`config.mk`:
```
export PLATFORM = sky130hd
export DESIGN_NAME = sync_fifo_param
export DESIGN_NICKNAME = d
export VERILOG_FILES = /design/src/rtl/sync_fifo_param.sv
export SDC_FILE = /design/constraint.sdc
export NUM_CORES = 1
export LEC_CHECK = 0
export BUFFER_PORTS_ARGS = -buffer_cell sky130_fd_sc_hd__buf_2
export CELL_PAD_IN_SITES_DETAIL_PLACEMENT = 0
export CELL_PAD_IN_SITES_GLOBAL_PLACEMENT = 1
export CORE_MARGIN = 1.5
export CORE_UTILIZATION = 53
export DETAILED_ROUTE_END_ITERATION = 7
export PLACE_DENSITY_LB_ADDON = 0.12
export SYNTH_ARGS = -nofsm -noshare
export SYNTH_HDL_FRONTEND = slang
export SYNTH_SLANG_ARGS = --single-unit
```
`constraint.sdc`:
```
create_clock -name clk -period 6.2 [get_ports clk]
set_input_delay 1.55 -clock clk [delete_from_list [all_inputs] [get_ports clk]]
set_output_delay 1.55 -clock clk [all_outputs]
set_load 0.005 [all_outputs]
```
`src/rtl/sync_fifo_param.sv`:
```
// sync_fifo_param: single-clock FIFO with selectable standard / first-word-
// fall-through read, registered occupancy count, almost-full / almost-empty
// thresholds, synchronous flush and overflow / underflow pulses.
// Optional statistics (peak_count, drop_count, stats_clr) are built only when
// the macro FIFO_STATS_EN is defined; otherwise those outputs are tied to 0.
module sync_fifo_param #(
    parameter int DATA_WIDTH = 32,
    parameter int ADDR_WIDTH = 4,
    parameter int FWFT       = 0,
    parameter int AF_THRESH  = (1 << ADDR_WIDTH) - 2,
    parameter int AE_THRESH  = 2
) (
    input  logic                  clk,
    input  logic                  rst,
    input  logic                  clear,
    input  logic [DATA_WIDTH-1:0] din,
    input  logic                  wr_en,
    output logic                  full,
    output logic                  almost_full,
    input  logic                  rd_en,
    output logic [DATA_WIDTH-1:0] dout,
    output logic                  valid,
    output logic                  empty,
    output logic                  almost_empty,
    output logic [ADDR_WIDTH:0]   count,
    output logic                  overflow,
    output logic                  underflow,
    output logic [ADDR_WIDTH:0]   peak_count,
    output logic [15:0]           drop_count,
    input  logic                  stats_clr
);

    localparam int                DEPTH     = 1 << ADDR_WIDTH;
    localparam bit                FWFT_MODE = (FWFT != 0);
    localparam logic [ADDR_WIDTH:0] CNT_ONE   = (ADDR_WIDTH + 1)'(1);
    localparam logic [ADDR_WIDTH:0] CNT_DEPTH = (ADDR_WIDTH + 1)'(DEPTH);
    localparam logic [ADDR_WIDTH:0] AF_LEVEL  = (ADDR_WIDTH + 1)'(AF_THRESH);
    localparam logic [ADDR_WIDTH:0] AE_LEVEL  = (ADDR_WIDTH + 1)'(AE_THRESH);

    // Thresholds outside 0..DEPTH would make a flag stuck or meaningless.
    generate
        if (AF_THRESH < 0 || AF_THRESH > DEPTH || AE_THRESH < 0 || AE_THRESH > DEPTH) begin : g_bad_thresh
            $error("sync_fifo_param: AF_THRESH/AE_THRESH must lie within 0..DEPTH");
        end
    endgenerate

    logic [DATA_WIDTH-1:0] mem [DEPTH];
    logic [ADDR_WIDTH:0]   wr_ptr;
    logic [ADDR_WIDTH:0]   rd_ptr;
    logic [ADDR_WIDTH:0]   count_q;

    logic flush;         // rst or clear: return to the empty state
    logic mem_empty;     // storage array holds no word
    logic mem_rd;        // move the word at rd_ptr into the dout register
    logic pop;           // a word leaves the FIFO (count decrements)
    logic wr_accept;     // a word enters the FIFO (count increments)
    logic overflow_set;  // write attempted while full
    logic underflow_set; // read attempted with nothing to read

    assign flush     = rst || clear;
    assign mem_empty = (wr_ptr == rd_ptr);

    generate
        if (FWFT_MODE) begin : g_fwft
            // dout acts as a prefetch register for the head word; it is
            // refilled whenever it is vacant or being popped, so back-to-back
            // pops stream without bubbles. count includes the prefetched word,
            // so fullness is taken from count rather than from the pointers.
            assign full   = (count_q == CNT_DEPTH);
            assign empty  = !valid;
            assign pop    = rd_en && valid;
            assign mem_rd = !mem_empty && (!valid || rd_en);
        end else begin : g_std
            // Same index with opposite wrap bit means the pointers are a full
            // lap apart.
            assign full   = (wr_ptr[ADDR_WIDTH-1:0] == rd_ptr[ADDR_WIDTH-1:0]) &&
                            (wr_ptr[ADDR_WIDTH] != rd_ptr[ADDR_WIDTH]);
            assign empty  = mem_empty;
            assign pop    = rd_en && !mem_empty;
            assign mem_rd = pop;
        end
    endgenerate

    // A write into a full FIFO is refused even if a read frees a slot in the
    // same cycle; this keeps full a purely registered decision.
    assign wr_accept     = wr_en && !full && !flush;
    assign overflow_set  = wr_en && full;
    assign underflow_set = rd_en && empty;

    // Storage array write port.
    // NOTE: the data array has no reset; only pointers and flags define which
    // entries are meaningful, and leaving it unreset lets it map to RAM.
    always_ff @(posedge clk) begin
        if (wr_accept) begin
            mem[wr_ptr[ADDR_WIDTH-1:0]] <= din;
        end
    end

    // Pointers, occupancy, read data register and status pulses.
    // NOTE: every register here uses <= so all updates see the pre-edge values
    // of full/empty/count regardless of statement order.
    always_ff @(posedge clk) begin
        if (flush) begin
            wr_ptr    <= '0;
            rd_ptr    <= '0;
            count_q   <= '0;
            dout      <= '0;
            valid     <= 1'b0;
            overflow  <= 1'b0;
            underflow <= 1'b0;
        end else begin
            if (wr_accept) begin
                wr_ptr <= wr_ptr + CNT_ONE;
            end
            if (mem_rd) begin
                rd_ptr <= rd_ptr + CNT_ONE;
                dout   <= mem[rd_ptr[ADDR_WIDTH-1:0]];
            end
            case ({wr_accept, pop})
                2'b10:   count_q <= count_q + CNT_ONE;
                2'b01:   count_q <= count_q - CNT_ONE;
                default: count_q <= count_q;
            endcase
            if (FWFT_MODE) begin
                valid <= mem_rd || (valid && !rd_en);
            end else begin
                valid <= mem_rd;
            end
            overflow  <= overflow_set;
            underflow <= underflow_set;
        end
    end

    assign count        = count_q;
    assign almost_full  = (count_q >= AF_LEVEL);
    assign almost_empty = (count_q <= AE_LEVEL);

`ifdef FIFO_STATS_EN
    logic [ADDR_WIDTH:0] peak_q;
    logic [15:0]         drop_q;

    // High-water mark and saturating rejected-write counter; clear leaves them.
    always_ff @(posedge clk) begin
        if (rst || stats_clr) begin
            peak_q <= '0;
            drop_q <= '0;
        end else begin
            if (count_q > peak_q) begin
                peak_q <= count_q;
            end
            if (overflow_set && !clear && drop_q != 16'hFFFF) begin
                drop_q <= drop_q + 16'd1;
            end
        end
    end

    assign peak_count = peak_q;
    assign drop_count = drop_q;
`else
    logic stats_clr_unused;
    assign stats_clr_unused = stats_clr;
    assign peak_count       = '0;
    assign drop_count       = '0;
`endif

endmodule
```
==> flow_metrics.env, run 1 <==
export IMPL_drt_initial_drc_count=751
export IMPL_max_freq_mhz=252.5
export IMPL_rr_startpoint="rd_ptr[2]$_SDFFE_PP0P_"
export IMPL_h_tree_depth=2
export IMPL_ys_warn_count=0
export IMPL_setup_violations=0
export IMPL_synth_most_common_cell="edfxtp_1"
export IMPL_grt_pass1_vias=10940
export IMPL_cp_common_cell="a21oi_1"
export IMPL_pwr_share_comb=0.015
export IMPL_synth_seq_area_share=0.7454
export IMPL_timing_rr_end="count[4]$_SDFFE_PP0P_"
export IMPL_dpl_cell_count=1710
export IMPL_initial_utilization=0.5380
export IMPL_cts_sinks=562
export IMPL_path_clk_slew_ps=60
export IMPL_fin_util=0.6039
export IMPL_ys_flop_type="edfxtp_1"
export IMPL_cp_end_kind="flop"
export IMPL_routedWlPerCell_microns=25.32
export IMPL_post_route_period_util=0.6387
export IMPL_crit_arrival_ps=4490
export IMPL_layout_drive_gt1_share=0.2609
export IMPL_clockRootBuffer="clkbuf_16"
export IMPL_swShare=0.1933
export IMPL_crit_end="count[4]$_SDFFE_PP0P_"
export IMPL_areaGrowthSynthToFinish_pct=12.25
export IMPL_dp_hpwl_mm=22.92
export IMPL_ant_nets=0
export IMPL_worstHoldPathType="flop to flop"
export IMPL_cts_tree="built"
export IMPL_crit_chain="xnor2_1, and4_1, a21oi_1, inv_1, ha_1, fa_1, a21o_1, a21oi_1, xor2_1, or3_1, a21oi_1"
export IMPL_cap_violations=0
export IMPL_slew_headroom=0.2564
export IMPL_track_usage=0.2228
export IMPL_crit_fanout=60
export IMPL_crit_slowest_cell="dfxtp_4"
export IMPL_tightest_slew_ps=1115
export IMPL_synth_edff_count=512
export IMPL_fillers=2944
export IMPL_netlist_area_sq_mm=0.02197
export IMPL_ctsHoldBuffers=0
export IMPL_net_switching_power_w=0.001472
export IMPL_overflow=0
export IMPL_drt_wl_total_mm=46.11
export IMPL_pwr_share_clk=0.441
export IMPL_io_pins=103
export IMPL_rsz0062_at_grt="false"
export IMPL_dieArea_sq_mm=0.04268
export IMPL_period_needed_ps=3960
export IMPL_nets=1286
export IMPL_status="complete, no violations"
export IMPL_fin_hold_ws_ps=516.2
export IMPL_cts_made_buffers=58
export IMPL_rows=74
export IMPL_synthTopCellsByArea="edfxtp_1 (70%), mux4_2 (6.0%), dfxtp_1 (4.6%)"
export IMPL_synth_top_area_frac=0.6999
export IMPL_die_x_microns=206.6
export IMPL_post_cts_resized=0
export IMPL_slowest_delay_ps=890
export IMPL_route_detailed_drc=0
export IMPL_p_leak_nw=7.988
export IMPL_core_area_sq_mm=0.04083
export IMPL_final_hold_viol_count=0
export IMPL_vdd_drop_max_uv=215.1
export IMPL_grt_pass1_wl_mm=68.54
export IMPL_report_final_slew_viol_count=0
export IMPL_rr_worst_depth=11
export IMPL_synth_distinct_cells=45
export IMPL_synthCells=1147
export IMPL_die_h_microns=206.6
export IMPL_power_density_mw_per_mm2=308.7
export IMPL_tns_ps=0
export IMPL_cp_required_ps=6730
export IMPL_antenna_found_initial=2
export IMPL_firstDrtPassIters=5
export IMPL_vias_per_cell=5.960
export IMPL_path_class="flop to flop"
export IMPL_async_reset_ff_frac=0
export IMPL_rrSetupSlack_ps=2240
export IMPL_worstSetupStartpoint="rd_ptr[2]$_SDFFE_PP0P_"
export IMPL_seqPwrFrac=0.544
export IMPL_vias=10850
export IMPL_synth_ff_latch_count=562
export IMPL_routabilityCongestion=0.7339
export IMPL_syn_avg_cell_area_sq_um=19.15
export IMPL_cts_buffer_depth=3
export IMPL_pre_cts_ws_ps=1829
export IMPL_synth_commonest_cells="edfxtp_1 (512), a21oi_1 (73), mux2_2 (64)"
export IMPL_skew_ps=16.51
export IMPL_clock_latency_ps=600
export IMPL_io_buffer_count=80
export IMPL_grt_max_degree=79
export IMPL_synth_top_area_cell="edfxtp_1"
export IMPL_setup_ws_ps=2240
export IMPL_worst_setup_path_start_kind="flop"
export IMPL_instances_no_fill=1821
export IMPL_internal_power_w=0.006142
export IMPL_postCtsSetupBuffers=0
[per-layer routing]
metal  part of all wire  global-route usage  vias up
met5            0.00015                   0        -
li1                   -                   -     4833
met1               0.47              0.3325     5714
met4              0.018             0.06341        2
met2               0.47              0.3465      244
met3              0.044             0.03250       61
[critical path, delay by kind of cell (launching register included)]
kind,cells,cell delay (ps)
AO/OA/AOI/OAI,4,1280
XOR/XNOR,2,300
adder cells (fa/ha/maj),2,730
buffers and inverters,1,100
flip-flops,1,890
AND/OR/NAND/NOR,2,580
[sequential cells by signal (all words and copies together) (netlist names)]
register / count
mem: 512
dout: 32
count: 5
rd_ptr: 5
wr_ptr: 5
overflow: 1
underflow: 1
valid: 1
[cells by family (layout without fill, tap and decap cells)]
family | count (synthesis) | after routing | share of synthesized area
other cells | 1 | 22 | 0.0001707
compound gates | 183 | 183 | 0.04898
flops | 562 | 562 | 0.7454
mux | 162 | 162 | 0.1385
xor+xnor | 14 | 14 | 0.005582
simple gates | 118 | 118 | 0.02928
fa+ha+maj | 10 | 10 | 0.006037
buf+inv | 97 | 218 | 0.02608
[power groups by stage]
stage	combinational (W)	sequential (W)	clock [W]
floorplan	0.0000528	0.00422	0
global placement	0.000111	0.00422	0
detailed placement	0.000116	0.00422	0
CTS	0.000116	0.00414	0.00342
global route	0.000129	0.00414	0.00355
finish	0.000115	0.00414	0.00336
[layout make-up]
| type | instances | area, sq um | share of cell area |
|---|---|---|---|
| clock buffer | 95 | 1764 | 0.07154 |
| antenna | 1 | 2.502 | 0.0001015 |
| tap | 532 | 665.6 | 0.02699 |
| inverter | 5 | 18.77 | 0.0007611 |
| multi-input combinational | 508 | 5147 | 0.2087 |
| clock inverter | 15 | 100.1 | 0.004059 |
| timing repair buffer | 103 | 573.1 | 0.02324 |
| sequential | 562 | 16390 | 0.6646 |
[stage by stage]
| stage | total power [W] | cell area [sq um] |
|---|---|---|
| 4_1_cts | 0.007680 | 24660 |
| 6_report | 0.007613 | 24660 |
| 5_1_grt | 0.007817 | 24660 |
| 3_5_place_dp | 0.004338 | 22790 |
| 3_3_place_gp | 0.004333 | 22790 |
| 2_1_floorplan | 0.004277 | 22040 |
[how the worst min path moves through the flow]
stage | start | cells past startpoint | slack [ps] | end
6_report | count[4]$_SDFFE_PP0P_ | 2 | 520 | count[4]$_SDFFE_PP0P_
2_1_floorplan | wr_ptr[4]$_SDFFE_PP0P_ | 2 | 490 | wr_ptr[4]$_SDFFE_PP0P_
3_3_place_gp | wr_ptr[4]$_SDFFE_PP0P_ | 2 | 510 | wr_ptr[4]$_SDFFE_PP0P_
3_5_place_dp | count[4]$_SDFFE_PP0P_ | 2 | 510 | count[4]$_SDFFE_PP0P_
5_1_grt | wr_ptr[4]$_SDFFE_PP0P_ | 2 | 560 | wr_ptr[4]$_SDFFE_PP0P_
4_1_cts | count[4]$_SDFFE_PP0P_ | 2 | 520 | count[4]$_SDFFE_PP0P_
[placed cells by master (no fill, tap or decap), types with 4 or more instances in the layout]
cell type,netlist,routed
nor2b_1,36,34
clkbuf_16,0,61
ha_1,9,9
clkinv_1,0,6
buf_2,19,80
o21ai_0,35,35
mux2_2,64,64
dfxtp_1,50,46
clkbuf_8,0,11
a211oi_1,33,33
edfxtp_1,512,512
mux4_1,37,37
clkinv_2,0,5
a21oi_1,73,73
inv_1,4,4
conb_1,1,21
buf_4,26,23
mux4_2,59,59
xnor2_1,11,11
o22ai_1,32,32
nor2_1,16,14
and3_2,0,12
clkbuf_1,32,23
nand2_1,7,7
nor3_1,34,33
Power figures use the tool's default switching activity.
==> inputs of run 2 (changes only) <==
==> constraint.sdc (replaced) <==
create_clock -name clk -period 4.05 [get_ports clk]
set_input_delay 1.0125 -clock clk [delete_from_list [all_inputs] [get_ports clk]]
set_output_delay 1.0125 -clock clk [all_outputs]
set_load 0.005 [all_outputs]
==> run 2 against run 1 <==
Combinational power grew 58%. Global-route usage rose by 0.84 points. Sequential share of layout area shrank 0.73 points. Critical path type unchanged.
==> flow_metrics.env, run 2 (synthesized netlist as in run 1, its figures left out) <==
export IMPL_io_buffer_count=80
export IMPL_crit_fanout=21
export IMPL_vias=10940
export IMPL_h_tree_depth=2
export IMPL_slew_headroom=0.3363
export IMPL_fillers=2941
export IMPL_layout_drive_gt1_share=0.2740
export IMPL_net_switching_power_w=0.002283
export IMPL_post_cts_resized=0
export IMPL_power_density_mw_per_mm2=471.4
export IMPL_die_x_microns=206.6
export IMPL_nets=1303
export IMPL_crit_arrival_ps=3590
export IMPL_instances_no_fill=1836
export IMPL_critical_path_top_delay_family="compound AO/OA/AOI/OAI gates"
export IMPL_tightest_slew_ps=995.6
export IMPL_setup_ws_ps=991.8
export IMPL_internal_power_w=0.009473
export IMPL_cts_sinks=562
export IMPL_rr_startpoint="rd_ptr[1]$_SDFFE_PP0P_"
export IMPL_pwr_share_clk=0.445
export IMPL_p_leak_nw=8.126
export IMPL_die_h_microns=206.6
export IMPL_areaGrowthSynthToFinish_pct=13.50
export IMPL_grt_max_degree=75
export IMPL_vdd_drop_max_uv=399.2
export IMPL_swShare=0.1942
export IMPL_cts_tree="built"
export IMPL_dpl_instance_area_sq_mm=0.02304
export IMPL_rsz0062_at_grt="false"
export IMPL_period_needed_ps=3058
export IMPL_grt_pass1_wl_mm=70.37
export IMPL_skew_ps=11.43
export IMPL_path_clk_slew_ps=60
export IMPL_clockRootBuffer="clkbuf_16"
export IMPL_cts_made_buffers=58
export IMPL_path_class="flop to flop"
export IMPL_antenna_found_initial=2
export IMPL_cp_common_cell="a21oi_1"
export IMPL_ant_nets=0
export IMPL_setup_violations=0
export IMPL_postCtsSetupBuffers=0
export IMPL_crit_chain="xnor2_1, nand4_2, o21ai_2, inv_2, ha_1, fa_1, a21o_1, a21oi_1, xor2_1, or3_1, a21oi_1"
export IMPL_pre_cts_ws_ps=656.8
export IMPL_overflow=0
export IMPL_max_freq_mhz=327.0
export IMPL_core_area_sq_mm=0.04083
export IMPL_route_detailed_drc=0
export IMPL_ctsHoldBuffers=0
export IMPL_seqPwrFrac=0.539
export IMPL_drt_wl_total_mm=47.49
export IMPL_pwr_share_comb=0.015
export IMPL_firstDrtPassIters=5
export IMPL_crit_buf_inv=1
export IMPL_worst_setup_path_start_kind="flop"
export IMPL_report_final_slew_viol_count=0
export IMPL_cp_required_ps=4580
export IMPL_grt_pass1_vias=10970
export IMPL_tns_ps=0
export IMPL_clock_latency_ps=600
export IMPL_track_usage=0.2312
export IMPL_worstSetupStartpoint="rd_ptr[1]$_SDFFE_PP0P_"
export IMPL_dpl_cell_count=1727
export IMPL_io_pins=103
export IMPL_vias_per_cell=5.957
export IMPL_initial_utilization=0.5380
export IMPL_rrSetupSlack_ps=990
export IMPL_crit_slowest_cell="dfxtp_4"
export IMPL_final_cell_mix="edfxtp_1 (512), buf_2 (80), a21oi_1 (73)"
export IMPL_drt_initial_drc_count=911
export IMPL_routabilityCongestion=0.7190
export IMPL_status="complete, no violations"
export IMPL_worstHoldPathType="flop to flop"
export IMPL_min_from="count[4]$_SDFFE_PP0P_"
export IMPL_fin_area_sq_mm=0.02494
export IMPL_slowest_delay_ps=600
export IMPL_final_common_cell="edfxtp_1"
export IMPL_cp_end_kind="flop"
export IMPL_dp_hpwl_mm=24.71
export IMPL_cts_buffer_depth=3
export IMPL_dieArea_sq_mm=0.04268
export IMPL_largest_reg_flops=512
export IMPL_routedWlPerCell_microns=25.87
export IMPL_rows=74
export IMPL_final_hold_viol_count=0
export IMPL_cap_violations=0
export IMPL_post_route_period_util=0.7551
[run 2: changes by cell type in the layout (fill, tap and decap cells not counted), sizes merged]
cell	previous run	this run
clkbuf	95	81
buf	103	120
bufinv	1	4
clkinvlp	3	2
clkinv	11	21
[run 2: stage by stage]
step	hold slack, ps	total power [W]	util
global route	563.9	0.01209	0.6107
CTS	526.0	0.01185	0.6106
detailed placement	516.7	0.006645	0.5643
global placement	508.7	0.006637	0.5643
finish	524.5	0.01176	0.6107
floorplan	494.7	0.006548	-
[run 2: final timing paths]
| kind | depth (start not counted) | endpoint |
|---|---|---|
| setup / recovery | 11 | count[4]$_SDFFE_PP0P_ |
| hold / removal | 2 | count[4]$_SDFFE_PP0P_ |
| setup reg to reg | 11 | count[4]$_SDFFE_PP0P_ |
| hold reg to reg | 2 | count[4]$_SDFFE_PP0P_ |
[run 2: layout make-up]
cell class	count	area, sq um	share of cell area
Multi-Input combinational cell	508	5154	0.2067
Inverter	5	18.77	0.0007527
Tap cell	532	665.6	0.02669
Clock buffer	81	1652	0.06623
Sequential cell	562	16390	0.6572
Clock inverter	27	241.5	0.009684
Timing Repair Buffer	120	813.3	0.03262
Antenna cell	1	2.502	0.0001004
[run 2: worst reg2reg max path, delay by kind of cell, from the launching register on]
kind / cells / cell delay, ps
AO/OA/AOI/OAI: 4 / 780
XOR/XNOR: 2 / 300
buffers and inverters: 1 / 60
flip-flops: 1 / 600
adder cells (fa/ha/maj): 2 / 720
AND/OR/NAND/NOR: 2 / 530
[run 2: power by group through the flow]
stage	Clock, W	Combinational [W]	Sequential [W]
floorplan	0	0.0000808	0.00647
global placement	0	0.000175	0.00646
detailed placement	0	0.000182	0.00646
CTS	0.00533	0.000183	0.00634
global route	0.00555	0.000204	0.00634
finish	0.00523	0.000182	0.00634
[run 2: per-layer routing]
layer  GRT usage  wire [microns]
met3     0.03344            2252
met1      0.3406           21650
met2      0.3642           22610
met4     0.06651             958
met5           0              13
